==> config.mk <==
export PLATFORM = sky130hd
export DESIGN_NAME = perceptron_out_pack
export DESIGN_NICKNAME = d
export VERILOG_FILES = /design/src/rtl/perceptron_out_pack.sv
export SDC_FILE = /design/constraint.sdc
export NUM_CORES = 1
export LEC_CHECK = 0
export CORE_MARGIN = 5
export CORE_UTILIZATION = 53
export CTS_CLUSTER_SIZE = 24
export DETAILED_ROUTE_END_ITERATION = 8
export PLACE_DENSITY_LB_ADDON = 0.25
export SLEW_MARGIN = 5
export SYNTH_ARGS = -nofsm -noshare
export SYNTH_HDL_FRONTEND = slang
export SYNTH_SLANG_ARGS = --single-unit
export TNS_END_PERCENT = 20
==> constraint.sdc <==
create_clock -name clk -period 2.4 [get_ports clk]
set_input_delay 0.24 -clock clk [delete_from_list [all_inputs] [get_ports clk]]
set_output_delay 0.24 -clock clk [all_outputs]
set_load 0.005 [all_outputs]
==> src/rtl/perceptron_out_pack.sv <==
// Packs the 1-bit perceptron decision stream into PACK-bit words, each emitted
// with its valid length and popcount over a val/rdy handshake; flush_i emits a partial word.
module perceptron_out_pack #(
  parameter  int PACK = 8,
  localparam int LW   = $clog2(PACK+1)
) (
  input  logic            clk,
  input  logic            reset,
  input  logic            val_i,
  output logic            rdy_o,
  input  logic            Y_i,
  input  logic            flush_i,
  output logic            val_o,
  input  logic            rdy_i,
  output logic [PACK-1:0] data_o,
  output logic [LW-1:0]   len_o,
  output logic [LW-1:0]   ones_o,
  output logic [15:0]     words_o
);

  logic [PACK-1:0] r_acc;
  logic [LW-1:0]   r_cnt;
  logic [LW-1:0]   r_ones;
  logic            r_flush_pend;
  logic            r_val;
  logic [PACK-1:0] r_data;
  logic [LW-1:0]   r_len;
  logic [LW-1:0]   r_ones_o;
  logic [15:0]     r_words;

  logic            w_full;
  logic            w_rdy;
  logic            w_acc_en;
  logic            w_xfer;
  logic            w_hs;
  logic [PACK-1:0] w_mask;

  assign w_full   = (r_cnt == LW'(PACK));
  assign w_rdy    = !w_full && !r_flush_pend;
  assign w_acc_en = val_i && w_rdy;
  assign w_xfer   = (w_full || (r_flush_pend && r_cnt != '0)) && (!r_val || rdy_i);
  assign w_hs     = r_val && rdy_i;
  // Shift wraps to 0 at cnt == PACK, so the subtraction yields an all-ones mask.
  assign w_mask   = (PACK'(1) << r_cnt) - PACK'(1);

  always_ff @(posedge clk) begin
    if (reset) begin
      r_acc        <= '0;
      r_cnt        <= '0;
      r_ones       <= '0;
      r_flush_pend <= 1'b0;
      r_val        <= 1'b0;
      r_data       <= '0;
      r_len        <= '0;
      r_ones_o     <= '0;
      r_words      <= '0;
    end else begin
      if (w_hs) begin
        r_words <= r_words + 16'd1;
        r_val   <= 1'b0;
      end
      // Transfer and accept are mutually exclusive: rdy_o is low whenever T can fire.
      if (w_xfer) begin
        r_data       <= r_acc & w_mask;
        r_len        <= r_cnt;
        r_ones_o     <= r_ones;
        r_val        <= 1'b1;
        r_acc        <= '0;
        r_cnt        <= '0;
        r_ones       <= '0;
        r_flush_pend <= 1'b0;
      end else begin
        if (w_acc_en) begin
          r_acc  <= r_acc | (PACK'(Y_i) << r_cnt);
          r_cnt  <= r_cnt + LW'(1);
          r_ones <= r_ones + LW'(Y_i);
        end
        if (flush_i && !w_full && (r_cnt != '0 || w_acc_en))
          r_flush_pend <= 1'b1;
      end
    end
  end

  assign rdy_o   = w_rdy;
  assign val_o   = r_val;
  assign data_o  = r_data;
  assign len_o   = r_len;
  assign ones_o  = r_ones_o;
  assign words_o = r_words;

endmodule

==> summary.md, run 1 <==
| Metric | Value |
|---|---|
| First-pass iteration count of the detailed router | `4` |
| CP max stage delay | `510 ps` |
| Final setup vio count | `0` |
| First-pass GRT wire length | `9.273 mm` |
| CP max FO | `11` |
| Post-synth top flop | `dfxtp_1` |
| Worst Reg2Reg Path Length in Cells | `8` |
| Die Area | `5985 um2` |
| Headroom to the max-slew limit | `31.39%` |
| Fin nets | `336` |
| Worst Min Path Start | `r_acc[0]$_SDFFE_PP0N_` |
| Syn-to-layout area delta | `21.44%` |
| Synth unique cells | `44` |
| Die H | `77.36 um` |
| Clock slew seen by the registers of the worst setup and hold paths | `90 ps` |
| DIE WIDTH | `77.36 um` |
| Critical Path Start Type | `flip-flop` |
| Gp weighted congestion | `0.8715` |
| Initial antenna violation count | `0` |
| CTS Hold Bufs | `0` |
| Fin cells | `372` |
| Number of port buffers | `39` |
| Area leader, netlist | `dfxtp_1` |
| Seq/Total Area, Yosys | `41.62%` |
| Pin count of the biggest net entering global routing | `25` |
| CTS resizes | `0` |
| R2R Setup Slk | `330 ps` |
| Syn Nets | `298` |
| Post-Place Cell Area | `2839 um2` |
| CP Data Required Time | `2160 ps` |
| Fin crit period | `2185 ps` |
| Max VDD drop | `444.2 uV` |
| Cell count after placement | `365` |
| Ports | `40` |
| Crit-path cells | `inv_1, ha_2, and3b_1, nor2_1, clkdlybuf4s50_1` |
| Initial DRC Count | `118` |
| CP max stage cell | `clkdlybuf4s50_1` |
| Max Freq | `457.7 MHz` |
| Sum Neg Setup Slack | `0 ps` |
| RSZ-0062 raised after global routing | `false` |
| Crit share post-route | `91.03%` |
| Slew @ Worst Pin | `1027 ps` |
| EDFF count, synth | `0` |
| Total power | `1.631 mW` |
| Reg-to-reg endpoint | `data_o[6]$_SDFFE_PP0P_` |
| Worst min path class | `reg -> reg` |
| Power Dens Cells | `558.6 nW/um2` |
| WL final | `5.336 mm` |
| Drc violations | `0` |
| Area of the core | `4384 um2` |
| Synth warn | `0` |
| CTS tree | `yes` |
| CTS Buf Count | `5` |
| Starting density of the core | `54.85%` |
| Buffers from clock root to sink, at most | `2` |
| Area contributors post-synth | `dfxtp_1, a21oi_1, ha_1` |
| Share of cells above drive strength 1 | `7.187%` |
| Row count | `24` |
| Clock Sinks | `50` |
| Final ANT Viol Nets | `0` |
| CP endpoint kind | `output pin` |
| Final instance area | `2920 um2` |
| Slew Viols, Final | `0` |
| Vias per cell | `5.707` |
| Mapped Area | `2405 um2` |
| Worst Hold Path Cells | `2` |
| Antenna cells | `0` |
| # H-tree levels | `2` |
| Crit path kind | `reg -> out` |
| Critical R2R Launch | `r_cnt[0]$_SDFFE_PP0N_` |
| Synthesized area per cell | `8.528 um2` |
| Total grt overflow | `0` |
| WP data arrival | `1940 ps` |
| Cells after Synth | `282` |
| Status | `finished clean` |
| Leak pwr | `1.074 nW` |
| Hold Path End | `data_o[0]$_SDFFE_PP0P_` |
| Worst-skew pair later-pin latency | `290 ps` |
| Wirelength per Cell | `14.34 um` |
| Synth top area share | `41.62%` |
| Max Cap Viol | `0` |
| Synthesized flop and latch total | `50` |
| CTS root buf | `clkbuf_8` |
| Worst Clk Skew | `4.073 ps` |
| DP HPWL | `3.834 mm` |
| Gr usage total | `18.28%` |
| Number of global-route vias before repair | `1968` |
| Async SR Flop Fraction | `0%` |
| Final Hold Fails | `0` |
| Routed via count | `2123` |
| Post-CTS setup buffers | `0` |
report_power, final:
| part | switching (mW) | total [mW] | internal, mW |
|---|---|---|---|
| clock network | 0.265 | 0.461 | 0.196 |
| logic | 0.171 | 0.297 | 0.125 |
| registers | 0.0232 | 0.873 | 0.850 |
| total | 0.459 | 1.63 | 1.17 |
worst max-delay path, delay by kind of cell, from the launching register on:
family / cells / cell delay (ps)
buf+inv: 2 / 600
fa+ha+maj: 1 / 260
flops: 1 / 400
simple gates: 2 / 390
cells in the mapped netlist (2+ instances only):
master,n
dfxtp_1,50
nor2_1,33
a21oi_1,27
o21ai_0,24
nand3_1,14
nor2b_1,11
clkbuf_1,10
ha_1,10
xor2_1,10
nand2_1,8
nand4_1,8
nand2b_1,7
nor3_1,7
inv_1,6
xnor2_1,6
and2_1,4
and4_1,4
buf_6,3
mux2i_1,3
nand4b_1,3
nor4_1,3
a21o_1,2
a31o_2,2
a31oi_1,2
a41oi_1,2
and3_1,2
buf_1,2
mux2_2,2
or3_1,2
worst max-delay path by stage:
stage                                     start                        to  slack (ps)  cells after the start
after global routing      r_cnt[0]$_SDFFE_PP0N_                     rdy_o          40                      5
after floorplan           r_cnt[0]$_SDFFE_PP0N_    data_o[6]$_SDFFE_PP0P_         140                     10
after CTS                 r_cnt[0]$_SDFFE_PP0N_                     rdy_o         110                      5
after global placement                    rdy_i  words_o[15]$_SDFFE_PP0P_         280                      5
after detailed placement  r_cnt[0]$_SDFFE_PP0N_    data_o[6]$_SDFFE_PP0P_         240                      8
final                     r_cnt[0]$_SDFFE_PP0N_                     rdy_o         220                      5
layout make-up:
| class | count | area, um2 |
|---|---|---|
| clock buffer | 5 | 68.82 |
| fill | 386 | 1464 |
| tap | 52 | 65.06 |
| timing repair buffer | 48 | 457.9 |
| sequential | 50 | 1001 |
| clock inverter | 2 | 10.01 |
| multi-input combinational | 209 | 1295 |
| inverter | 6 | 22.52 |
cell usage in the layout (no fill, tap or decap), types with 2 or more instances in the layout:
cell type        instances
a21o_1                   2
a21oi_1                 27
a31o_2                   2
a31oi_1                  2
a41oi_1                  2
and2_1                   4
and3_1                   2
and4_1                   4
buf_4                    9
clkbuf_8                 5
clkdlybuf4s50_1         39
clkinv_2                 2
dfxtp_1                 50
ha_1                     9
inv_1                    6
mux2_2                   2
mux2i_1                  3
nand2_1                  8
nand2b_1                 7
nand3_1                 14
nand4_1                  8
nand4b_1                 3
nor2_1                  33
nor2b_1                 11
nor3_1                   7
nor4_1                   3
o21ai_0                 24
or3_1                    2
xnor2_1                  6
xor2_1                  10
layer usage:
| layer | share of wire, % | GRT usage, % | up-vias | wire [um] |
|---|---|---|---|---|
| met1 | 47 | 25.40 | 983 | 2485 |
| met2 | 46 | 28.96 | 64 | 2481 |
| li1 | - | - | 1072 | - |
| met4 | 0.51 | 4.983 | 0 | 27 |
| met3 | 6.4 | 3.704 | 4 | 342 |
| met5 | 0 | 0 | - | 0 |
state kept, by name (all words and copies together) (netlist names):
signal and count:
r_cnt 4, r_flush_pend 1, words_o 16, ones_o 4
r_acc 8, val_o 1, r_ones 4, len_o 4
data_o 8
logic make-up (layout without fill, tap and decap cells):
family,after synthesis,after routing,share of synthesized area (%)
compound gates,66,66,15.61
mux,5,5,2.185
buf+inv,23,61,4.630
flops,50,50,41.62
fa+ha+maj,10,10,5.203
xor+xnor,16,16,5.827
simple gates,112,112,24.92
through the flow:
| stage | utilization (%) | hold WS [ps] | setup WS [ps] |
|---|---|---|---|
| final | 66.61 | 483.8 | 215.4 |
| after global placement | 64.75 | 449.9 | 280.7 |
| after global routing | 66.61 | 513.3 | 39.07 |
| after CTS | 66.55 | 478.3 | 112.5 |
| after detailed placement | 64.75 | 461.1 | 244.8 |
| after floorplan | - | 398.0 | 144.0 |
Power figures use the tool's default switching activity.
==> run 2: changes to the inputs <==
--- a/config.mk
+++ b/config.mk
@@ -5,6 +5,7 @@
 export SDC_FILE = /design/constraint.sdc
 export NUM_CORES = 1
 export LEC_CHECK = 0
+export ABC_AREA = 0
 export CORE_MARGIN = 5
 export CORE_UTILIZATION = 53
 export CTS_CLUSTER_SIZE = 24
==> results of run 2 <==
Same layout as run 1: the final DEF is identical, and so are final timing and power.
